$ cat config.mk
export PLATFORM = sky130hd
export DESIGN_NAME = instr_fetch_unit
export DESIGN_NICKNAME = d
export VERILOG_FILES = /design/src/rtl/instr_fetch_unit.sv
export SDC_FILE = /design/constraint.sdc
export NUM_CORES = 2
export LEC_CHECK = 0
export ABC_AREA = 1
export CORE_ASPECT_RATIO = 1.1
export CORE_UTILIZATION = 36
export DETAILED_ROUTE_END_ITERATION = 6
export DONT_BUFFER_PORTS = 1
export SLEW_MARGIN = 0
export SYNTH_ARGS = -nofsm -noshare
export SYNTH_HDL_FRONTEND = slang
export SYNTH_SLANG_ARGS = --single-unit
$ cat constraint.sdc
create_clock -name clk -period 4.4 [get_ports clk]
set_input_delay 0.66 -clock clk [delete_from_list [all_inputs] [get_ports clk]]
set_output_delay 0.66 -clock clk [all_outputs]
set_load 0.01 [all_outputs]
$ cat src/rtl/instr_fetch_unit.sv
// instr_fetch_unit: fetch PC, sync-read imem and 2-entry skid buffer to decode.
// Optional perf counters (fetch_count/stall_count) when FETCH_PERF_CNT_EN is defined.
module instr_fetch_unit #(
  parameter int unsigned IMEM_DEPTH = 64,
  parameter logic [63:0] RESET_PC   = 64'h0
) (
  input  logic                          clk,
  input  logic                          reset,
  input  logic                          load_en,
  input  logic [$clog2(IMEM_DEPTH)-1:0] load_addr,
  input  logic [31:0]                   load_data,
  input  logic                          redirect_valid,
  input  logic [63:0]                   redirect_pc,
  input  logic                          out_ready,
  output logic                          out_valid,
  output logic [31:0]                   instruction,
  output logic [63:0]                   pc_out
`ifdef FETCH_PERF_CNT_EN
  ,
  output logic [31:0]                   fetch_count,
  output logic [31:0]                   stall_count
`endif
);

  localparam int AW = $clog2(IMEM_DEPTH);

  logic [31:0] mem_q [IMEM_DEPTH];

  logic [63:0] fetch_pc_q;
  logic [63:0] fetch_pc_d;
  logic        run_q;

  logic        rd_vld_q;
  logic [63:0] rd_pc_q;
  logic [31:0] rd_data_q;

  logic [1:0]  cnt_q;
  logic [1:0]  cnt_d;
  logic [31:0] b0_w_q;
  logic [31:0] b1_w_q;
  logic [63:0] b0_pc_q;
  logic [63:0] b1_pc_q;
  logic [31:0] b0_w_d;
  logic [31:0] b1_w_d;
  logic [63:0] b0_pc_d;
  logic [63:0] b1_pc_d;

  logic [31:0] last_w_q;
  logic [63:0] last_pc_q;

  logic [31:0] s0_w;
  logic [31:0] s1_w;
  logic [63:0] s0_pc;
  logic [63:0] s1_pc;

  logic [31:0] head_w;
  logic [63:0] head_pc;

  logic [1:0]  occ;
  logic [1:0]  occ_pop;
  logic        pop;
  logic        issue;

  logic        unused_rpc_lo;
  assign unused_rpc_lo = ^redirect_pc[1:0];

  // Head of the queue: buffered word first, else the word returning from memory.
  always_comb begin
    head_w  = last_w_q;
    head_pc = last_pc_q;
    if (cnt_q != 2'd0) begin
      head_w  = b0_w_q;
      head_pc = b0_pc_q;
    end else if (rd_vld_q) begin
      head_w  = rd_data_q;
      head_pc = rd_pc_q;
    end
  end

  assign out_valid   = (cnt_q != 2'd0) | rd_vld_q;
  assign instruction = head_w;
  assign pc_out      = head_pc;

  assign pop     = out_valid & out_ready;
  assign occ     = cnt_q + {1'b0, rd_vld_q};
  assign occ_pop = occ - {1'b0, pop};
  assign issue   = run_q & ~load_en & ~redirect_valid & (occ_pop < 2'd2);

  // Ordered view of live words: buffer entries then the returning read.
  always_comb begin
    s0_w  = rd_data_q;
    s0_pc = rd_pc_q;
    s1_w  = rd_data_q;
    s1_pc = rd_pc_q;
    if (cnt_q != 2'd0) begin
      s0_w  = b0_w_q;
      s0_pc = b0_pc_q;
    end
    if (cnt_q == 2'd2) begin
      s1_w  = b1_w_q;
      s1_pc = b1_pc_q;
    end
  end

  // Buffer next state: drop the head on a transfer, flush on redirect.
  always_comb begin
    b0_w_d  = pop ? s1_w  : s0_w;
    b0_pc_d = pop ? s1_pc : s0_pc;
    b1_w_d  = pop ? rd_data_q : s1_w;
    b1_pc_d = pop ? rd_pc_q   : s1_pc;
    cnt_d   = redirect_valid ? 2'd0 : occ_pop;
  end

  // Fetch PC: redirect target (word aligned), else advance on issue.
  always_comb begin
    fetch_pc_d = fetch_pc_q;
    if (redirect_valid) begin
      fetch_pc_d = {redirect_pc[63:2], 2'b00};
    end else if (issue) begin
      fetch_pc_d = fetch_pc_q + 64'd4;
    end
  end

  // Program load port and synchronous read port of the instruction memory.
  always_ff @(posedge clk) begin
    if (load_en) begin
      mem_q[load_addr] <= load_data;
    end
    if (issue) begin
      rd_data_q <= mem_q[fetch_pc_q[2 +: AW]];
    end
  end

  // Fetch control, in-flight tracking, skid buffer and last-delivered word.
  always_ff @(posedge clk or negedge reset) begin
    if (!reset) begin
      fetch_pc_q <= RESET_PC;
      run_q      <= 1'b0;
      rd_vld_q   <= 1'b0;
      rd_pc_q    <= 64'h0;
      cnt_q      <= 2'd0;
      b0_w_q     <= 32'h0;
      b1_w_q     <= 32'h0;
      b0_pc_q    <= 64'h0;
      b1_pc_q    <= 64'h0;
      last_w_q   <= 32'h0;
      last_pc_q  <= 64'h0;
    end else begin
      fetch_pc_q <= fetch_pc_d;
      run_q      <= 1'b1;
      rd_vld_q   <= issue;
      if (issue) begin
        rd_pc_q <= fetch_pc_q;
      end
      cnt_q   <= cnt_d;
      b0_w_q  <= b0_w_d;
      b1_w_q  <= b1_w_d;
      b0_pc_q <= b0_pc_d;
      b1_pc_q <= b1_pc_d;
      if (pop) begin
        last_w_q  <= head_w;
        last_pc_q <= head_pc;
      end
    end
  end

`ifdef FETCH_PERF_CNT_EN
  logic [31:0] fetch_cnt_q;
  logic [31:0] stall_cnt_q;

  // Transfer and stall counters; free-running, only reset clears them.
  always_ff @(posedge clk or negedge reset) begin
    if (!reset) begin
      fetch_cnt_q <= 32'h0;
      stall_cnt_q <= 32'h0;
    end else begin
      if (pop) begin
        fetch_cnt_q <= fetch_cnt_q + 32'd1;
      end
      if (out_valid & ~out_ready) begin
        stall_cnt_q <= stall_cnt_q + 32'd1;
      end
    end
  end

  assign fetch_count = fetch_cnt_q;
  assign stall_count = stall_cnt_q;
`endif

endmodule

* Word level (Yosys, flattened, before mapping)
Memory sizes are Yosys's and may differ from the RTL's. A register that Yosys moved wholly into a read port is not among the register bits. Index checks and enable logic that the tools add are counted.
Storage, ports and cells: output and inout bits 97, word-level logic and storage cells 44, bits in registers 420, memory bits (writable) 2048, input bits 107, memories kept 1
Memory list:
- mem_q | words 64, width 32, rd ports 1, clocked after memory_dff 1, write ports 1, RTL line 27 | logic [31:0] mem_q [IMEM_DEPTH];
Operators by class: mux-type cells 17, reductions and logical operators 2, magnitude comparators 1, bitwise operators 7, equality and inequality tests 2, $add $sub $neg 3
Operators with widths (number):
- two-way mux 64 bit | 8
- two-way mux 32 bit | 6
- adder 64 x 3 -> 64 bit, second input constant | 1
- AND 1 bit | 4
- nonzero test 2 bit | 2
- adder 2 x 1 -> 2 bit | 1
- == test 2 bit, second input constant | 1
- < comparator 2 bit, second input constant | 1
- two-way mux 1 bit | 2
- two-way mux 2 bit | 1
- != test 2 bit, second input constant | 1
- inverter 1 bit | 2
- subtractor 2 x 1 -> 2 bit | 1
- bitwise OR 1 bit | 1

* Longest topological paths before layout
word-level depth 8, depth in mapped cells 18, depth with buffers taken out 14

* Least setup slack after synthesis
Ideal clock, no wire load.
path type input to register, start point input port load_en, end point memory mem_q[32][0] (enable), path buffers 1, stages on the path 3, data required time 3898 ps, library setup time 502 ps, setup slack -415 ps, arrival 4313 ps, cells stage by stage clkbuf_1 nand4_1 nor4_1
Between the ends: cells in the longest elaborated chain, start to end 2
Ends and longest elaborated chain:
- from (decl) | RTL line 9 | input logic load_en,
- two-way mux 1 bit | RTL line 126 | if (load_en) begin
- two-way mux 1 bit (not written as such) | RTL line 127 | mem_q[load_addr] <= load_data;
- to (decl) | RTL line 27
Every way passes these cells.

* Worst setup path after layout
start point register rd_vld_q, end point output port pc_out[10]
Between the ends: cells in the longest elaborated chain, start to end 2
Ends and longest elaborated chain:
- from (decl) | RTL line 33 | logic rd_vld_q;
- from (signal assigned) | RTL line 151 | rd_vld_q <= issue;
- two-way mux 64 bit | RTL line 74 | end else if (rd_vld_q) begin
- two-way mux 64 bit | RTL line 71 | if (cnt_q != 2'd0) begin
- to (decl) | RTL line 17 | output logic [63:0] pc_out
Every way passes these cells.

==> flow_summary_export.csv <==
group,metric,value,unit
clocking,cts_resized,0,
placed_design,pre_cts_slack,1.088,ns
synthesis,syn-num-nets,9830,
global_routing,antenna_found_initial,29,
placed_design,hpwlAfterDp,175300,µm
setup_path,cp-start-kind,"flip-flop",
timing,max_clock_freq,256.8,MHz
setup_path,crit_fanout,52,
synthesis,synth-seq-cells,2496,
layout,final_core_util,0.4091,
timing,finalSetupViolCount,0,
power_and_ir_drop,finalPower,56210,µW
floorplanning,die_y,567.5,µm
global_routing,grt_pass1_vias,69594,
timing,fin_skew,0.05963,ns
routing,first_pass_iters,6,
run,maxCapViolCount,0,
layout,nFillCells,27071,
clocking,cts_tree,"yes",
timing,worst_slew_pin_slew,1.284,ns
power_and_ir_drop,sw_frac_of_total,0.2820,
timing,min_period_over_period,0.8850,
clocking,post_cts_buffers,0,
setup_path,crit_arrival,3.23,ns
clocking,h-tree-depth,4,
routing,final_antenna_net_count,1,
layout,drive_above_1_share,0.07026,
synthesis,synth_area,0.1046,mm²
floorplanning,pin_count,204,
routing,vias_per_cell,5.346,
power_and_ir_drop,powerDensity,475.4,mW/mm²
synthesis,avgSynthCellArea,10.76,µm²
synthesis,postSynthCellCount,9721,
timing,max_slew_margin,0.1422,
layout,stdcell_area,0.1182,mm²
power_and_ir_drop,p_sw,15850,µW
global_routing,grt_pass1_wl,458100,µm
setup_path,critPathKind,"flip-flop to output pin",
placed_design,dp.cells,13187,
synthesis,synth.distinct_cells,34,
floorplanning,coreArea,0.2890,mm²
setup_path,worstPathRequired,3.74,ns
routing,wl_per_cell,22.86,µm
timing,slew_violations,0,
power_and_ir_drop,p_leak,0.04173,µW
clocking,root_buffer,"clkbuf_16",
floorplanning,initial_core_util,0.3620,
status,status,"complete, but fails checks",
setup_path,end_kind,"output pin",
routing,drcViolationCount,0,
synthesis,seq_area_frac_synth,0.6964,
layout,multiInputGateArea,0.02825,mm²
clocking,cts.sinks,2496,
global_routing,grt_max_degree,417,
global_routing,grt_overflow,0,
timing,period_minus_slack,3.894,ns
layout,area_growth,13.00,%
timing,whs,-0.5283,ns
routing,wirelength,313800,µm
floorplanning,die_area,0.2928,mm²
floorplanning,rows,207,
timing,finalHoldViolCount,416,
synthesis,synth_top_area_share,0.5969,
status,violations,"antenna violations, negative hold slack",
placed_design,gp_congestion,0.8924,
power_and_ir_drop,peakVddDrop,453.1,µV
layout,finalNetCount,9756,
clocking,cts_buffers,237,
power_and_ir_drop,power.internal,40360,µW
floorplanning,die_x,516.1,µm
timing,rsz0062_at_grt,"no",
layout,regArea,0.07288,mm²
synthesis,synthTopCellsByArea,"edfxtp_1, dfrtp_1, nor2_1",
clocking,clock_latency,0.89,ns
global_routing,grt_use_total,0.2095,
timing,setup_ws,0.5058,ns
synthesis,yosysTopAreaCell,"edfxtp_1",
synthesis,yosysWarnings,0,
power_and_ir_drop,p_comb_frac,0.151,
layout,stdcell_count,13726,
power_and_ir_drop,p_clk_frac,0.360,
hold_path,hold_path_class,"input port to asynchronous set/reset pin",
power_and_ir_drop,pwr-share-seq,0.489,
placed_design,place_area,0.1092,mm²
clocking,cts_max_path_buffers,3,
placed_design,port_buffers,0,
clocking,path_clk_slew,0.07,ns
routing,vias,73386,
routing,dr.first_iter.drc_count,8570,
clocking,cts_hold_buf,87,
-- kinds of logic (layout without fill, tap and decap cells) --
| logic type | after synthesis | count (layout) | share of synthesized area |
|---|---|---|---|
| simple gates | 4368 | 4368 | 0.1629 |
| flops | 2496 | 2496 | 0.6964 |
| buf+inv | 904 | 1032 | 0.03861 |
| compound gates | 1950 | 1950 | 0.1018 |
| other cells | 1 | 12 | 0.00003584 |
| fa+ha+maj | 2 | 2 | 0.0002391 |
-- routing by layer --
metal,wire length (µm),track usage
met5,73,0
met4,14350,0.09034
met3,26280,0.03403
met2,143900,0.3297
met1,129200,0.2853
-- metrics by stage --
| step | hold slack (ns) | TNS [ns] |
|---|---|---|
| global placement | 0.3743 | 0 |
| finish | -0.5283 | 0 |
| CTS | -0.5806 | 0 |
| floorplan | 0.3644 | -106.36 |
| global route | -0.5702 | 0 |
| detailed placement | 0.3744 | 0 |
-- state kept, by name, summed over array words and instances, names as in the netlist --
| register | flops |
|---|---|
| mem_q | 2048 |
| b0_pc_q | 64 |
| b1_pc_q | 64 |
| last_pc_q | 64 |
| fetch_pc_q | 62 |
| rd_pc_q | 62 |
| b0_w_q | 32 |
| b1_w_q | 32 |
| last_w_q | 32 |
| rd_data_q | 32 |
| cnt_q | 2 |
| rd_vld_q | 1 |
| run_q | 1 |
-- layout make-up --
type                            count  area share
Clock buffer                      299     0.05315
Multi-Input combinational cell   6321      0.2389
Timing Repair Buffer              300     0.02958
Tap cell                         3866     0.04091
Sequential cell                  2496      0.6164
Inverter                          291    0.009608
Antenna cell                       11   0.0002328
Clock inverter                    142     0.01130
-- layout by cell type (no fill, tap or decap), types with 3 or more instances in the layout --
master	n
clkbuf_8	10
a21oi_1	84
o311ai_0	84
nand2_1	1883
inv_6	7
clkinv_1	55
clkinvlp_4	6
clkinv_16	3
clkinv_2	48
o21bai_1	6
bufinv_16	19
clkbuf_16	238
inv_2	4
o21ai_1	357
or2_2	12
dlygate4sd3_1	54
o21ai_0	1178
buf_4	177
nor2_2	5
o311ai_1	10
nand3_1	374
o211ai_1	192
clkbuf_1	51
o22ai_1	36
clkinv_8	6
nor4_2	8
diode_2	11
nor2_1	1986
buf_12	36
dfrtp_1	412
inv_16	3
dfrtp_4	3
buf_16	33
nand4_1	30
inv_1	277
edfxtp_1	2080
inv_8	3
nor2_4	64
-- cells in the mapped netlist --
cell and count:
buf_4 77, a21boi_0 1, edfxtp_1 2080, nor2_2 5
o211ai_1 192, a21oi_1 84, nor2_1 2046, o21bai_1 6
nand3_2 1, nand2_1 1883, buf_1 60, buf_8 2
nor4_1 8, nor2_4 4, inv_2 7, a31oi_1 2
buf_2 142, nand3_1 375, o22ai_1 36, nor3_1 2
clkinv_1 3, clkbuf_1 311, nand4_1 30, nand2_2 2
o21ai_0 1178, o311ai_0 84, conb_1 1, o311ai_1 10
buf_6 21, or2_2 12, dfrtp_1 416, inv_1 281
o21ai_1 357, ha_1 2
-- power by group through the flow --
stage | combinational [µW] | clock (µW) | sequential, µW
2_1_floorplan | 5250 | 0 | 27700
3_3_place_gp | 7710 | 0 | 27900
3_5_place_dp | 7900 | 0 | 27900
4_1_cts | 8450 | 20500 | 27500
5_1_grt | 9310 | 21400 | 27600
6_report | 8480 | 20200 | 27500
-- worst paths after layout --
path	slack (ns)	depth (start not counted)	to	startpoint
worst max-delay path	0.51	4	pc_out[10]	rd_vld_q
worst min-delay path	-0.53	0	fetch_pc_q[44]	reset
worst max register to register	0.99	13	rd_data_q[3]	fetch_pc_q[3]
worst min register to register	0.48	2	last_w_q[30]	last_w_q[30]
max in group asynchronous	4.20	0	rd_vld_q	reset
min in group clk	0.07	5	fetch_pc_q[18]	redirect_valid
-- worst max-delay path, cell delays in order (launching register included) --
cell      delay (ns)
dfrtp_2         0.53
clkinv_2        0.54
buf_12          0.36
nor2_1          0.06
o21ai_0         0.78
No activity file was read; power rests on OpenSTA's default activity.
